[config.mk]
export PLATFORM = sky130hd
export DESIGN_NAME = slow_clock_recovery
export DESIGN_NICKNAME = d
export VERILOG_FILES = /design/src/rtl/slow_clock_recovery.sv
export SDC_FILE = /design/constraint.sdc
export NUM_CORES = 1
export LEC_CHECK = 0
export ABC_CLOCK_PERIOD_IN_PS = 1800
export BUFFER_PORTS_ARGS = -buffer_cell sky130_fd_sc_hd__buf_2
export CAP_MARGIN = 20
export CELL_PAD_IN_SITES_DETAIL_PLACEMENT = 0
export CELL_PAD_IN_SITES_GLOBAL_PLACEMENT = 1
export CORE_ASPECT_RATIO = 1.75
export CORE_UTILIZATION = 42
export CTS_BUF_LIST = sky130_fd_sc_hd__clkbuf_4
export CTS_CLUSTER_DIAMETER = 50
export DETAILED_ROUTE_END_ITERATION = 12
export GPL_ROUTABILITY_DRIVEN = 0
export PLACE_DENSITY_LB_ADDON = 0.08
export SLEW_MARGIN = 0
export SYNTH_ARGS = -nofsm -noshare
export SYNTH_HDL_FRONTEND = slang
export SYNTH_SLANG_ARGS = --single-unit
[constraint.sdc]
create_clock -name clk -period 1.8 [get_ports clk]
set_input_delay 0.27 -clock clk [delete_from_list [all_inputs] [get_ports clk]]
set_output_delay 0.27 -clock clk [all_outputs]
set_load 0.02 [all_outputs]
[src/rtl/slow_clock_recovery.sv]
// Recovers a slow asynchronous clock (PS/2 keyboard clock) into the clk domain.
// It provides synchronized, glitch-filtered edge strobes, the fall-to-fall period and an idle flag.
module slow_clock_recovery #(
   parameter int SYNC_STAGES = 2,
   parameter int FILTER_LEN  = 8,
   parameter int TIMEOUT     = 10000,
   parameter int PERIOD_W    = 16
) (
   input  logic                clk,
   input  logic                rst,
   input  logic                ext_clk,
   output logic                clk_level,
   output logic                fall_pulse,
   output logic                rise_pulse,
   output logic [PERIOD_W-1:0] period,
   output logic                period_valid,
   output logic                idle
);

   localparam int FW = (FILTER_LEN > 1) ? $clog2(FILTER_LEN) : 1;
   localparam int TW = $clog2(TIMEOUT + 1);
   localparam logic [FW-1:0]       FCNT_MAX  = FW'(FILTER_LEN - 1);
   localparam logic [TW-1:0]       ICNT_MAX  = TW'(TIMEOUT);
   localparam logic [TW-1:0]       ICNT_LAST = TW'(TIMEOUT - 1);
   localparam logic [PERIOD_W-1:0] GAP_MAX   = '1;

   logic [SYNC_STAGES-1:0] sync_reg;
   logic [FW-1:0]          fcnt_reg;
   logic                   lvl_reg;
   logic                   fall_reg;
   logic                   rise_reg;
   logic [PERIOD_W-1:0]    gap_reg;
   logic [PERIOD_W-1:0]    period_reg;
   logic                   pv_reg;
   logic                   armed_reg;
   logic [TW-1:0]          icnt_reg;
   logic                   idle_reg;

   logic s;
   logic flip_next;
   logic fall_next;

   assign s = sync_reg[SYNC_STAGES-1];

   always_comb begin
      flip_next = (s != lvl_reg) && (fcnt_reg == FCNT_MAX);
      fall_next = flip_next && lvl_reg;
   end

   always_ff @(posedge clk) begin
      if (rst) begin
         sync_reg   <= '1;
         fcnt_reg   <= '0;
         lvl_reg    <= 1'b1;
         fall_reg   <= 1'b0;
         rise_reg   <= 1'b0;
         gap_reg    <= '0;
         period_reg <= '0;
         pv_reg     <= 1'b0;
         armed_reg  <= 1'b0;
         icnt_reg   <= '0;
         idle_reg   <= 1'b1;
      end else begin
         sync_reg <= {sync_reg[SYNC_STAGES-2:0], ext_clk};

         // Glitch filter: the level only moves after FILTER_LEN straight disagreeing cycles.
         if (s == lvl_reg) begin
            fcnt_reg <= '0;
         end else if (flip_next) begin
            fcnt_reg <= '0;
            lvl_reg  <= s;
         end else begin
            fcnt_reg <= fcnt_reg + 1'b1;
         end

         fall_reg <= fall_next;
         rise_reg <= flip_next && !lvl_reg;
         pv_reg   <= 1'b0;

         if (fall_next) begin
            gap_reg <= PERIOD_W'(1);
            if (armed_reg) begin
               period_reg <= gap_reg;
               pv_reg     <= 1'b1;
            end
         end else if (gap_reg != GAP_MAX) begin
            gap_reg <= gap_reg + 1'b1;
         end

         // A strobe always beats a simultaneous timeout; idle disarms the period measurement.
         if (flip_next) begin
            icnt_reg <= '0;
            idle_reg <= 1'b0;
            if (fall_next) begin
               armed_reg <= 1'b1;
            end
         end else if (icnt_reg != ICNT_MAX) begin
            icnt_reg <= icnt_reg + 1'b1;
            if (icnt_reg == ICNT_LAST) begin
               idle_reg  <= 1'b1;
               armed_reg <= 1'b0;
            end
         end
      end
   end

   assign clk_level    = lvl_reg;
   assign fall_pulse   = fall_reg;
   assign rise_pulse   = rise_reg;
   assign period       = period_reg;
   assign period_valid = pv_reg;
   assign idle         = idle_reg;

endmodule
==> results.yml <==
sta:
  rsz0062_at_grt: "false"
  max_freq_mhz: 587
  max_slew_margin: 0.719
  drv_slew: 0
  setup_tns_ns: 0
  fin_skew_ns: 0.00867
  finalHoldViolCount: 0
  post-route-period-util: 0.947
  post-route-min-period_ns: 1.70
  tightest_slew_ns: 0.416
  setup_viol: 0
yosys:
  ys_types: 47
  avgSynthCellArea_um2: 8.89
  synth_edf_count: 0
  postSynth.asyncResetShare: 0
  syn_nets: 280
  syn-cell-area_um2: 2420
  synth_seq_cells: 57
  yosys_warnings: 0
  synthesis.instances: 272
  synth_ff_type: "dfxtp_1"
  yosysSeqAreaShare: 0.472
cts:
  cts_setup_buffers: 0
  cts_tree: "built"
  numClockSinks: 57
  clk_latency_ns: 0.41
  cts.htree.levels: 3
  root_buffer: "clkbuf_4"
  clkTransAtPathRegs_ns: 0.09
  cts_inserted_buffers: 9
  clk_path_buf_depth: 2
global_route:
  gr-total-overflow: 0
  grt_max_degree: 18
  grt_pass1_wl_um: 9050
  track_usage: 0.205
  grt_pass1_vias: 1930
  antenna_found_initial: 0
flow_run:
  drv_cap: 0
die:
  core_um2: 5540
  row_count: 36
  start_util: 0.436
  io_pins: 24
  die_h_um: 102
  die_x_um: 59.4
  design.die.area_um2: 6080
worst_setup_path:
  critPathSlowestCell: "or3_4"
  path_max_fanout: 14
  cp-end-kind: "flip-flop"
  required_ns: 2.13
  max_stage_delay_ns: 0.39
  arrival_ns: 2.04
  critPathLaunchType: "flip-flop"
  criticalPathCategory: "flip-flop to flip-flop"
  crit_chain: "ha_1 > ha_2 > and3b_1 > or3_4 > buf_6 > nor3b_1"
  r2r_cells: 6
cells_and_area:
  syn_to_final_growth_pct: 17.5
  antennaDiodeCount: 0
  final_nets: 321
  drive_above_1_share: 0.208
  final_area_um2: 2840
  post-route-util: 0.513
  fillers: 583
drt:
  ant_nets: 0
  wire_per_inst_um: 13.5
  drtPass1Iterations: 4
  num_vias: 2004
  route.detailed.drc: 0
  vias_per_cell: 5.09
  wirelength_um: 5330
  drtIter0Drc: 43
hold_path:
  whs_path_depth: 2
  hold_path_class: "primary input to flip-flop"
status:
  status: "finished, final reports clean"
placed_design:
  numPortBuffers: 23
  dpl_cell_area_um2: 2730
  dp_hpwl_um: 3810
power:
  power_density_nw_per_um2: 743
  irDropWorstVdd_mv: 0.421
  leakagePower_uw: 0.00111
  fin_total_pwr_uw: 2110
## repair_timing
item,in CTS,in global routing
hold buffers,0,0
endpoints found under the hold margin,0,0
setup endpoints to repair,2,5
pin swaps,0,1
resized for setup,2,2
## worst paths after layout
| path | start | endpoint | slack, ns |
|---|---|---|---|
| worst max register to register | fcnt_reg[0] | icnt_reg[12] | 0.1 |
| worst min register to register | sync_reg[0] | sync_reg[1] | 0.41 |
| worst min-delay path | ext_clk | sync_reg[0] | 0.05 |
| worst max-delay path | fcnt_reg[0] | icnt_reg[12] | 0.1 |
## report_power, final
part | total, µW | internal (µW) | switching, µW
clock network | 745 | 277 | 469
registers | 1290 | 1270 | 17.6
logic | 72.4 | 32.2 | 40.2
total | 2110 | 1580 | 527
## cells by family (layout without fill, tap and decap cells)
family	count (synthesis)	in the layout	synth area share
flops	57	57	0.472
xor+xnor	13	13	0.0471
fa+ha+maj	5	5	0.0259
mux	4	4	0.0166
buf+inv	18	64	0.0373
simple gates	129	129	0.294
compound gates	46	46	0.107
## cells in the final DEF, fill, tap and decap left out, types with 4 or more instances in the layout
cell      count
dfxtp_1      57
nand2_1      41
a21oi_1      29
buf_2        23
nor2_1       21
buf_4        16
nand3_1      11
clkbuf_4     10
nor3_1        9
or3_1         7
nand4_1       7
xnor2_1       7
inv_1         6
xor2_1        6
mux2i_1       4
o21ai_1       4
o21ai_0       4
ha_1          4
clkinv_1      4
## synthesized netlist by cell type (2+ instances only)
cell type | n | area [µm²]
clkbuf_1 | 6 | 22.5
nor2_1 | 21 | 78.8
or3_1 | 8 | 50.1
nand2_1 | 41 | 154
dfxtp_1 | 57 | 1140
nand3b_1 | 2 | 15.0
a21oi_1 | 29 | 145
nand4_1 | 7 | 43.8
nor3_1 | 9 | 45.0
and3b_1 | 2 | 17.5
nor4_2 | 2 | 25.0
o21ai_1 | 4 | 20.0
and2_1 | 3 | 18.8
buf_6 | 2 | 22.5
and3_1 | 2 | 12.5
or4_1 | 2 | 15.0
xnor2_1 | 7 | 61.3
xor2_1 | 6 | 52.6
nand2b_1 | 2 | 12.5
o21ai_0 | 4 | 20.0
ha_1 | 5 | 62.6
or2_2 | 2 | 12.5
o311ai_1 | 2 | 17.5
inv_1 | 6 | 22.5
nor4b_1 | 2 | 17.5
mux2i_1 | 4 | 40.0
nand3_1 | 11 | 55.1
and4b_1 | 2 | 20.0
buf_2 | 3 | 15.0
o31ai_1 | 2 | 15.0
## per-stage QoR
stage	instances	worst slack (ns)	hold WS, ns
after floorplan	272	0.0114	0.374
after global placement	378	0.0203	0.392
after detailed placement	378	0.00838	0.394
after CTS	394	0.0249	0.0206
after global routing	394	0.00233	0.0377
final	394	0.0951	0.0503
## worst max-delay path, delay by kind of cell, from the launching register on
| family | cells | cell delay [ns] |
|---|---|---|
| fa+ha+maj | 2 | 0.39 |
| buf+inv | 1 | 0.16 |
| flops | 1 | 0.32 |
| simple gates | 3 | 0.76 |
## routing by layer
layer / global-route usage / wire length [µm] / vias up
met5: 0 / 0 / -
met4: 0.108 / 135 / 0
met3: 0.0658 / 144 / 9
met2: 0.351 / 2830 / 20
met1: 0.218 / 2220 / 928
li1: - / - / 1047
## cell type report
class / count / area, µm² / share of cell area
inverter: 6 / 22.5 / 0.00793
clock inverter: 6 / 25.0 / 0.00881
tap: 76 / 95.1 / 0.0335
sequential: 57 / 1140 / 0.402
timing repair buffer: 42 / 287 / 0.101
multi-input combinational: 197 / 1190 / 0.421
clock buffer: 10 / 75.1 / 0.0264
Note: power is estimated with default switching activity, not from simulation.
